### src/rtl/seq_div_4x2.sv
// Sequential restoring divider: one quotient bit per clock, START/BUSY/DONE handshake.
// Divide-by-zero short-circuits to FIN with DZ=1, Q=all ones, R=0.
module seq_div_4x2 #(
   parameter int WN = 4,
   parameter int WD = 2
) (
   input  logic          CLK,
   input  logic          RST,
   input  logic          START,
   input  logic [WN-1:0] N,
   input  logic [WD-1:0] D,
   output logic [WN-1:0] Q,
   output logic [WD-1:0] R,
   output logic          BUSY,
   output logic          DONE,
   output logic          DZ
);

   localparam int CW = $clog2(WN + 1);

   typedef enum logic [1:0] {
      S_IDLE,
      S_RUN,
      S_FIN
   } state_t;

   state_t        state_q, state_d;
   logic [WN-1:0] sh_q, sh_d;
   logic [WD-1:0] dv_q, dv_d;
   logic [WD:0]   p_q, p_d;
   logic [CW-1:0] cnt_q, cnt_d;
   logic [WN-1:0] q_q, q_d;
   logic [WD-1:0] r_q, r_d;
   logic          dz_q, dz_d;
   logic [WD+1:0] step;

   // Returns {quotient bit, restored partial remainder}. p_in[WD] is always 0,
   // so the WD+2-bit difference exposes the borrow in its MSB.
   function automatic logic [WD+1:0] restore_step(input logic [WD:0]   p_in,
                                                  input logic          msb,
                                                  input logic [WD-1:0] dv);
      logic [WD+1:0] t;
      t = {p_in, msb} - {2'b00, dv};
      if (t[WD+1])
         return {1'b0, p_in[WD-1:0], msb};
      else
         return {1'b1, t[WD:0]};
   endfunction

   always_comb begin
      state_d = state_q;
      sh_d    = sh_q;
      dv_d    = dv_q;
      p_d     = p_q;
      cnt_d   = cnt_q;
      q_d     = q_q;
      r_d     = r_q;
      dz_d    = dz_q;
      step    = restore_step(p_q, sh_q[WN-1], dv_q);

      case (state_q)
         S_IDLE: begin
            if (START) begin
               if (D != '0) begin
                  sh_d    = N;
                  dv_d    = D;
                  p_d     = '0;
                  cnt_d   = CW'(WN);
                  state_d = S_RUN;
               end else begin
                  q_d     = '1;
                  r_d     = '0;
                  dz_d    = 1'b1;
                  state_d = S_FIN;
               end
            end
         end
         S_RUN: begin
            p_d   = step[WD:0];
            sh_d  = {sh_q[WN-2:0], step[WD+1]};
            cnt_d = cnt_q - CW'(1);
            if (cnt_q == CW'(1)) begin
               q_d     = {sh_q[WN-2:0], step[WD+1]};
               r_d     = step[WD-1:0];
               dz_d    = 1'b0;
               state_d = S_FIN;
            end
         end
         S_FIN: begin
            state_d = S_IDLE;
         end
         default: begin
            state_d = S_IDLE;
         end
      endcase
   end

   always_ff @(posedge CLK) begin
      if (RST) begin
         state_q <= S_IDLE;
         sh_q    <= '0;
         dv_q    <= '0;
         p_q     <= '0;
         cnt_q   <= '0;
         q_q     <= '0;
         r_q     <= '0;
         dz_q    <= 1'b0;
      end else begin
         state_q <= state_d;
         sh_q    <= sh_d;
         dv_q    <= dv_d;
         p_q     <= p_d;
         cnt_q   <= cnt_d;
         q_q     <= q_d;
         r_q     <= r_d;
         dz_q    <= dz_d;
      end
   end

   assign Q    = q_q;
   assign R    = r_q;
   assign DZ   = dz_q;
   assign BUSY = (state_q == S_RUN);
   assign DONE = (state_q == S_FIN);

endmodule

### config.mk
export PLATFORM = sky130hd
export DESIGN_NAME = seq_div_4x2
export DESIGN_NICKNAME = d
export VERILOG_FILES = /design/src/rtl/seq_div_4x2.sv
export SDC_FILE = /design/constraint.sdc
export NUM_CORES = 1
export LEC_CHECK = 0
export CAP_MARGIN = 20
export CORE_ASPECT_RATIO = 1.4
export CORE_MARGIN = 8
export CORE_UTILIZATION = 51
export DETAILED_ROUTE_END_ITERATION = 10
export PLACE_DENSITY = 0.75
export SETUP_SLACK_MARGIN = 0.02
export SYNTH_ARGS = -nofsm -noshare
export SYNTH_HDL_FRONTEND = slang
export SYNTH_SLANG_ARGS = --single-unit
### constraint.sdc
create_clock -name CLK -period 1.8 [get_ports CLK]
set_input_delay 0.54 -clock CLK [delete_from_list [all_inputs] [get_ports CLK]]
set_output_delay 0.54 -clock CLK [all_outputs]
set_load 0.01 [all_outputs]
=== Word level (Yosys, flattened, before mapping) ===
Index checks and enable logic that the tools add are counted.

* Mux-type cells: 26
* Order comparisons: 0
* Divide/modulo/power cells: 0
* Multiply operators: 0
* Reduce and logical (&&, ||, !) cells: 7
* Equality and inequality tests: 7
* Add/subtract/negate cells: 2
* Shift-type cells: 0
* Bitwise operators: 0

{| class="wikitable"
|+ Operator list
! operator !! count
|-
| 2-to-1 mux 4 bit || 6
|-
| one-hot mux 4 bit (2 select lines) || 2
|-
| 2-to-1 mux 2 bit || 6
|-
| 2-to-1 mux 3 bit || 4
|-
| one-hot mux 3 bit (2 select lines) || 2
|-
| one-hot mux 2 bit (2 select lines) || 2
|-
| != test 2 bit, second input constant || 3
|-
| AND reduction 3 bit || 2
|-
| AND reduction 4 bit || 1
|-
| nonzero test 2 bit || 2
|-
| subtractor 4 x 2 -> 4 bit || 1
|-
| == test 3 x 1 -> 1 bit, second input constant || 1
|-
| 2-to-1 mux 1 bit || 3
|-
| subtractor 3 x 1 -> 3 bit, second input constant || 1
|-
| == test 2 x 1 -> 1 bit, second input constant || 1
|-
| == test 2 bit, second input constant || 1
|-
| zero test 2 bit || 1
|-
| != test 2 x 1 -> 1 bit, second input constant || 1
|-
| one-hot mux 1 bit (2 select lines) || 1
|-
| AND reduction 2 bit || 1
|}

* Bits in writable memories: 0
* Word-level logic and storage cells: 50
* Latch bits: 0
* Memories: 0
* Memory bits (read-only): 0
* Input bits: 9
* Flip-flop bits (word level): 21
* Output and inout port bits: 9

=== Logic depth before layout (Yosys ltp) ===
Gate-level depths: netlist of run 1.

* Depth in word-level cells: 4
* Depth in mapped cells: 7
* Depth with buffers taken out: 7

=== Worst setup path after synthesis of run 1 ===
Ideal clock, no wire load.

* Path kind: flip-flop to flip-flop
* Start: register dv_q[1]
* End: register p_q[0]
* Library setup time: 132 ps
* Required time: 1668 ps
* Data arrival time: 1531 ps
* Period minus slack after synthesis: 1663 ps
* Buffers on the path: 0
* Stages on the path, launching flop included: 7
* Path slack: 137 ps
* Path through: dfxtp_1 inv_1 ha_1 nor2b_1 or4_1 nand3_1 o32ai_1

* Cells in the longest elaborated chain, start to end: 3

{| class="wikitable"
|+ Ends and longest elaborated chain
! item !! line !! text
|-
| from (decl) || 29 || <nowiki>logic [WD-1:0] dv_q, dv_d;</nowiki>
|-
| from (signal assigned) || 111 || <nowiki>dv_q <= dv_d;</nowiki>
|-
| subtractor 4 x 2 -> 4 bit || 43 || <nowiki>t = {p_in, msb} - {2'b00, dv};</nowiki>
|-
| 2-to-1 mux 4 bit || 44 || <nowiki>if (t[WD+1])</nowiki>
|-
| one-hot mux 3 bit (2 select lines) || 61 || <nowiki>case (state_q)</nowiki>
|-
| to (signal assigned) || 112 || <nowiki>p_q <= p_d;</nowiki>
|-
| to (decl) || 30 || <nowiki>logic [WD:0] p_q, p_d;</nowiki>
|}

Every way passes these cells.
A chain may end at the register's enable or synchronous reset.

=== Worst setup path in the final report of run 1 ===
* Start: register sh_q[3]
* End: register r_q[1] (netlist: R[1])

* Cells in the longest elaborated chain, start to end: 4

{| class="wikitable"
|+ Ends and longest elaborated chain
! item !! line !! text
|-
| from (decl) || 28 || <nowiki>logic [WN-1:0] sh_q, sh_d;</nowiki>
|-
| from (signal assigned) || 101 || <nowiki>sh_q <= '0;</nowiki>
|-
| from (signal assigned) || 110 || <nowiki>sh_q <= sh_d;</nowiki>
|-
| subtractor 4 x 2 -> 4 bit || 43 ||
|-
| 2-to-1 mux 4 bit || 44 ||
|-
| 2-to-1 mux 2 bit || 82 || <nowiki>if (cnt_q == CW'(1)) begin</nowiki>
|-
| one-hot mux 2 bit (2 select lines) || 61 ||
|-
| to (signal assigned) || 115 || <nowiki>r_q <= r_d;</nowiki>
|-
| to (decl) || 33 || <nowiki>logic [WD-1:0] r_q, r_d;</nowiki>
|}

Every way passes these cells. The select of a mux whose other input is x is not followed.

==> results.cfg, run 1 <==
[place]
dp_hpwl_um = 1920
portBuffers = 17
place_congestion = 0.848
place_ws_ns = -0.127

[grt]
grt_pass1_vias = 1015
grt_max_degree = 15
grt_usage = 0.141
antenna_found_initial = 0
grt_pass1_wl_um = 4240
grt.overflow.total = 0

[worst_setup_path]
crit_chain = inv_2 -> ha_4 -> fa_1 -> nor2b_1 -> o22ai_1 -> nand3_2 -> o32ai_2
critPathMaxFanout = 3
startpoint_type = flip-flop
required_ns = 2.02
crit_path_start = sh_q[3]$_SDFFE_PP0P_
crit_path_end_kind = flip-flop
cpPeakStageDelay_ns = 0.45
r2r_start = sh_q[3]$_SDFFE_PP0P_
critical_path.slowest_cell = fa_1
criticalPathCategory = reg2reg
cp.arrival_ns = 1.98

[clocking]
clkLatencyLatePin_ns = 0.30
cts_hold_buf = 0
cts_htree_levels = 1
cts-root-buf = clkbuf_4
path_clk_slew_ns = 0.11
cts_tree = yes
cts_sinks = 21
numCtsBuffers = 3
cts_buffer_depth = 2

[sta]
setup_ws_ns = 0.0386
finalCriticalPeriod_ns = 1.76
rsz0062_at_grt = yes
period_share = 0.979
hold_viol = 0
slew_headroom = 0.755
slew_violations = 0
setup-tns-final_ns = 0
setup_viol = 0
clock.fmax_mhz = 568
holdWs_ns = 0.507
skew_ns = 0.00103
worstMarginPinSlew_ns = 0.362

[yosys]
synth.avg_cell_area_um2 = 8.23
synth_edf_count = 0
synth_common_cells = 21 x dfxtp_1, 16 x nor2_1, 11 x nand2_1, 10 x inv_1
synth_seq_area_share = 0.387
syn_inst = 132
ys_seq_elements = 21
synth_area_leaders = dfxtp_1 39%, nor2_1 5.5%, ha_1 4.6%, nor2b_1 4.0%, nand2_1 3.8%
synth_top_area_share = 0.387
yosysMostFrequentCell = dfxtp_1
synth.distinct_cells = 35
synth_top_area_cell = dfxtp_1
syn_nets = 146
ys.warnings.count = 0
async_flop_share = 0
synth_flop_cell = dfxtp_1
syn_area_um2 = 1090

[floorplanning]
dieArea_um2 = 3880
die_w_um = 55
coreArea_um2 = 2100
row_count = 20
dieHeight_um = 70.6
io_pins = 18
start_util = 0.517

[cells_and_area]
drive_above_1_share = 0.188
nNetsFinal = 175
antenna_cells = 0
fillerInstances = 195
area_growth_pct = 31.7

[detailed_routing]
drtIter0Drc = 21
vias = 1009
postRouteAntennaNets = 0
viasPerCell = 5.54
wirelength_um = 2520
drc = 0
wl_per_cell_um = 13.8
drt_pass1_iterations = 4

[power]
p_leak_nw = 0.619
ir_drop_v = 0.000536
p_total_mw = 1.15
power_density_nw_per_um2 = 804

[job]
cap_violations = 0

[status]
status = complete, no violations

[hold_path]
hold_class = reg2reg
min_from = Q[2]$_SDFFE_PP0P_
[worst max-delay path, delay by kind of cell (launching register included)]
family / cells / cell delay [ns]
compound gates: 2 / 0.42
buf+inv: 1 / 0.04
simple gates: 2 / 0.27
fa+ha+maj: 2 / 0.60
flops: 1 / 0.35
[logic make-up (layout without fill, tap and decap cells)]
family | after synthesis | in the layout | synth area share
AOI/OAI and AO/OA | 29 | 29 | 0.198
xor gates and xnor gates | 1 | 1 | 0.00807
adders and majority gates | 5 | 5 | 0.0645
buffers and inverters | 17 | 45 | 0.0622
DFF | 21 | 21 | 0.387
and+or+nand+nor | 59 | 59 | 0.280
[layout make-up]
type	count	area [um^2]	area share
clock buffers	4	26.3	0.0184
inverters	11	41.3	0.0289
multi-input cells	94	631	0.441
flip-flops and latches	21	429	0.300
well taps	22	27.5	0.0192
repair buffers	30	275	0.192
[timing repair]
action | 4_1_cts | 5_1_grt
gates resized for setup | 10 | 9
pin swaps | 3 | 0
endpoints found under the setup margin | 3 | 11
buffers inserted | 1 | 0
[final timing paths]
path	to	slack (ns)	depth (start not counted)
min reg2reg	Q[2]$_SDFFE_PP0P_	0.51	2
max reg2reg	R[1]$_SDFFE_PP0P_	0.04	7
max	R[1]$_SDFFE_PP0P_	0.04	7
min	Q[2]$_SDFFE_PP0P_	0.51	2
[through the flow]
stage | instance area, um^2 | instances | utilization
after floorplan | 1090 | 132 | -
after global placement | 1350 | 177 | 0.641
after detailed placement | 1350 | 177 | 0.641
after CTS | 1400 | 182 | 0.667
after global routing | 1430 | 182 | 0.680
final | 1430 | 182 | 0.680
[placed cells by master, fill, tap and decap left out, types with 5 or more instances in the layout]
| master | netlist | layout |
|---|---|---|
| inv_1 | 10 | 9 |
| clkdlybuf4s50_1 | 0 | 11 |
| nor2_1 | 16 | 16 |
| buf_4 | 0 | 13 |
| nand2_1 | 11 | 11 |
| a21oi_1 | 7 | 7 |
| dfxtp_1 | 21 | 16 |
| nor3_1 | 5 | 5 |
| nor2b_1 | 7 | 7 |
[registers in the layout, indices dropped and copies added, names as in the netlist]
register  count
Q             4
sh_q          4
cnt_q         3
p_q           3
R             2
dv_q          2
state_q       2
DZ            1
[power by group]
part           switching [mW]  total [mW]  leakage [nW]  internal, mW
registers              0.0393       0.549         0.175         0.510
logic                   0.185       0.377         0.430         0.192
clock network           0.137       0.224        0.0150        0.0865
[metal layers]
layer	global-route usage	routed length (um)	vias to the layer above
met2	0.231	1330	15
met5	0	0	-
met3	0.0356	50	9
li1	-	-	520
met4	0.0777	79	0
met1	0.154	1060	465
Power figures use the tool's default switching activity.
==> inputs of run 2 (changes only) <==
Settings changed: CORE_MARGIN 8 to 4.
==> run 2 against run 1 <==
Worst hold slack got worse by 0.0013 ns. Fmax decreased by 2.6%. The flow now finishes with violations (setup timing). Global-route usage increased by 4.4 points. Register-to-register slack got worse by 0.05 ns. Largest cell class unchanged. Non-clock buffer count unchanged. Final cell count decreased by 0.55%. First-iteration DRC count increased by 38%. Sequential power about the same. Die area decreased by 24%.
==> results.cfg, run 2 (synthesized netlist as in run 1, its figures left out) <==
[floorplanning]
start_util = 0.544
dieHeight_um = 62.6
die_w_um = 47
dieArea_um2 = 2940
io_pins = 18
row_count = 19
coreArea_um2 = 2000

[worst_setup_path]
crit_path_end_kind = flip-flop
cpPeakStageDelay_ns = 0.36
startpoint_type = flip-flop
critical_path.slowest_cell = nor2b_1
cp.arrival_ns = 2.02
critPathMaxFanout = 6
criticalPathCategory = reg2reg
crit_chain = inv_1 -> ha_1 -> nor2b_1 -> buf_4 -> or3_1 -> nand3_1 -> a311oi_1
required_ns = 2.02

[status]
violations = setup timing
status = finished with violations

[clocking]
cts_sinks = 21
cts_htree_levels = 1
cts_hold_buf = 0
path_clk_slew_ns = 0.11
cts_tree = yes
numCtsBuffers = 3
clkLatencyLatePin_ns = 0.30
cts_buffer_depth = 2
cts-root-buf = clkbuf_4

[power]
power_switching_share = 0.314
power_density_nw_per_um2 = 801
p_total_mw = 1.14
p_seq_frac = 0.483
p_sw_uw = 357
ir_drop_v = 0.000642
comb_power_share = 0.320
p_clk_frac = 0.197
p_int_uw = 780
p_leak_nw = 0.563

[detailed_routing]
wl_per_cell_um = 13.6
drt_pass1_iterations = 4
vias = 1027
drtIter0Drc = 29
wirelength_um = 2450
viasPerCell = 5.67
postRouteAntennaNets = 0
drc = 0

[sta]
setup-tns-final_ns = -0.00761
worstMarginPinSlew_ns = 0.396
rsz0062_at_grt = yes
setup_viol = 1
holdWs_ns = 0.505
clock.fmax_mhz = 553
hold_viol = 0
setup_ws_ns = -0.00761
skew_ns = 0.00530
slew_violations = 0
finalCriticalPeriod_ns = 1.81
slew_headroom = 0.736
period_share = 1.00

[cells_and_area]
fillerInstances = 170
nNetsFinal = 175
drive_above_1_share = 0.181
area_growth_pct = 30.8
final_cell_mix = 18 x dfxtp_1, 16 x nor2_1, 14 x clkdlybuf4s50_1, 13 x buf_4, 11 x nand2_1
final_common_cell = dfxtp_1
antenna_cells = 0

[hold_path]
hold_class = reg2reg

[place]
portBuffers = 17
dp_hpwl_um = 1870
place_congestion = 0.792

[grt]
grt_pass1_wl_um = 4150
grt.overflow.total = 0
antenna_found_initial = 0
grt_max_degree = 15
grt_pass1_vias = 983
grt_usage = 0.184

[job]
cap_violations = 0
[run 2: cell count changes in the layout (fill, tap and decap cells not counted), sizes merged]
cell | previous run | this run
dlymetal6s2s | 4 | 1
clkdlybuf4s50 | 11 | 14
[run 2: stage by stage]
stage | utilization | worst slack [ns] | instances | cell area [um^2]
after CTS | 0.690 | 0.0155 | 180 | 1380
after floorplan | - | 0.137 | 132 | 1090
after detailed placement | 0.674 | -0.155 | 176 | 1350
after global routing | 0.711 | -0.103 | 181 | 1420
final | 0.711 | -0.00761 | 181 | 1420
after global placement | 0.674 | -0.0776 | 176 | 1350
[run 2: final timing paths]
kind                   startpoint                    to  slack [ns]  depth (start not counted)
max reg2reg  dv_q[1]$_SDFFE_PP0P_  sh_q[0]$_SDFFE_PP0P_      -0.008                          7
max          dv_q[1]$_SDFFE_PP0P_  sh_q[0]$_SDFFE_PP0P_      -0.008                          7
min reg2reg     Q[2]$_SDFFE_PP0P_     Q[2]$_SDFFE_PP0P_        0.51                          2
min             Q[2]$_SDFFE_PP0P_     Q[2]$_SDFFE_PP0P_        0.51                          2
[run 2: power groups by stage]
stage | clock network, mW | logic (mW) | registers, mW
5_1_grt | 0.254 | 0.409 | 0.556
2_1_floorplan | 0 | 0.212 | 0.553
6_report | 0.223 | 0.364 | 0.549
3_5_place_dp | 0 | 0.345 | 0.557
4_1_cts | 0.229 | 0.345 | 0.547
3_3_place_gp | 0 | 0.337 | 0.553
[run 2: critical path: cells and delay by family (launching register included)]
family / cells / cell delay (ns)
fa+ha+maj: 1 / 0.30
buf+inv: 2 / 0.23
simple gates: 3 / 0.57
compound gates: 1 / 0.27
flops: 1 / 0.35
[run 2: repair_timing]
item	4_1_cts	5_1_grt
buffers inserted	0	1
setup endpoints to repair	3	10
gates resized for setup	7	7
pin swaps	3	2
[run 2: cell type report]
cell class / count / area (um^2) / area share
Clock buffer: 4 / 26.3 / 0.0185
Inverter: 11 / 41.3 / 0.0291
Multi-Input combinational cell: 94 / 632 / 0.445
Sequential cell: 21 / 427 / 0.300
Tap cell: 21 / 26.3 / 0.0185
Timing Repair Buffer: 30 / 268 / 0.189
[run 2: metal layers]
metal | up-vias | part of all wire | track usage
li1 | 524 | - | -
met1 | 477 | 0.42 | 0.229
met2 | 20 | 0.53 | 0.315
met3 | 6 | 0.025 | 0.0173
met4 | 0 | 0.018 | 0.0623
met5 | - | 0 | 0
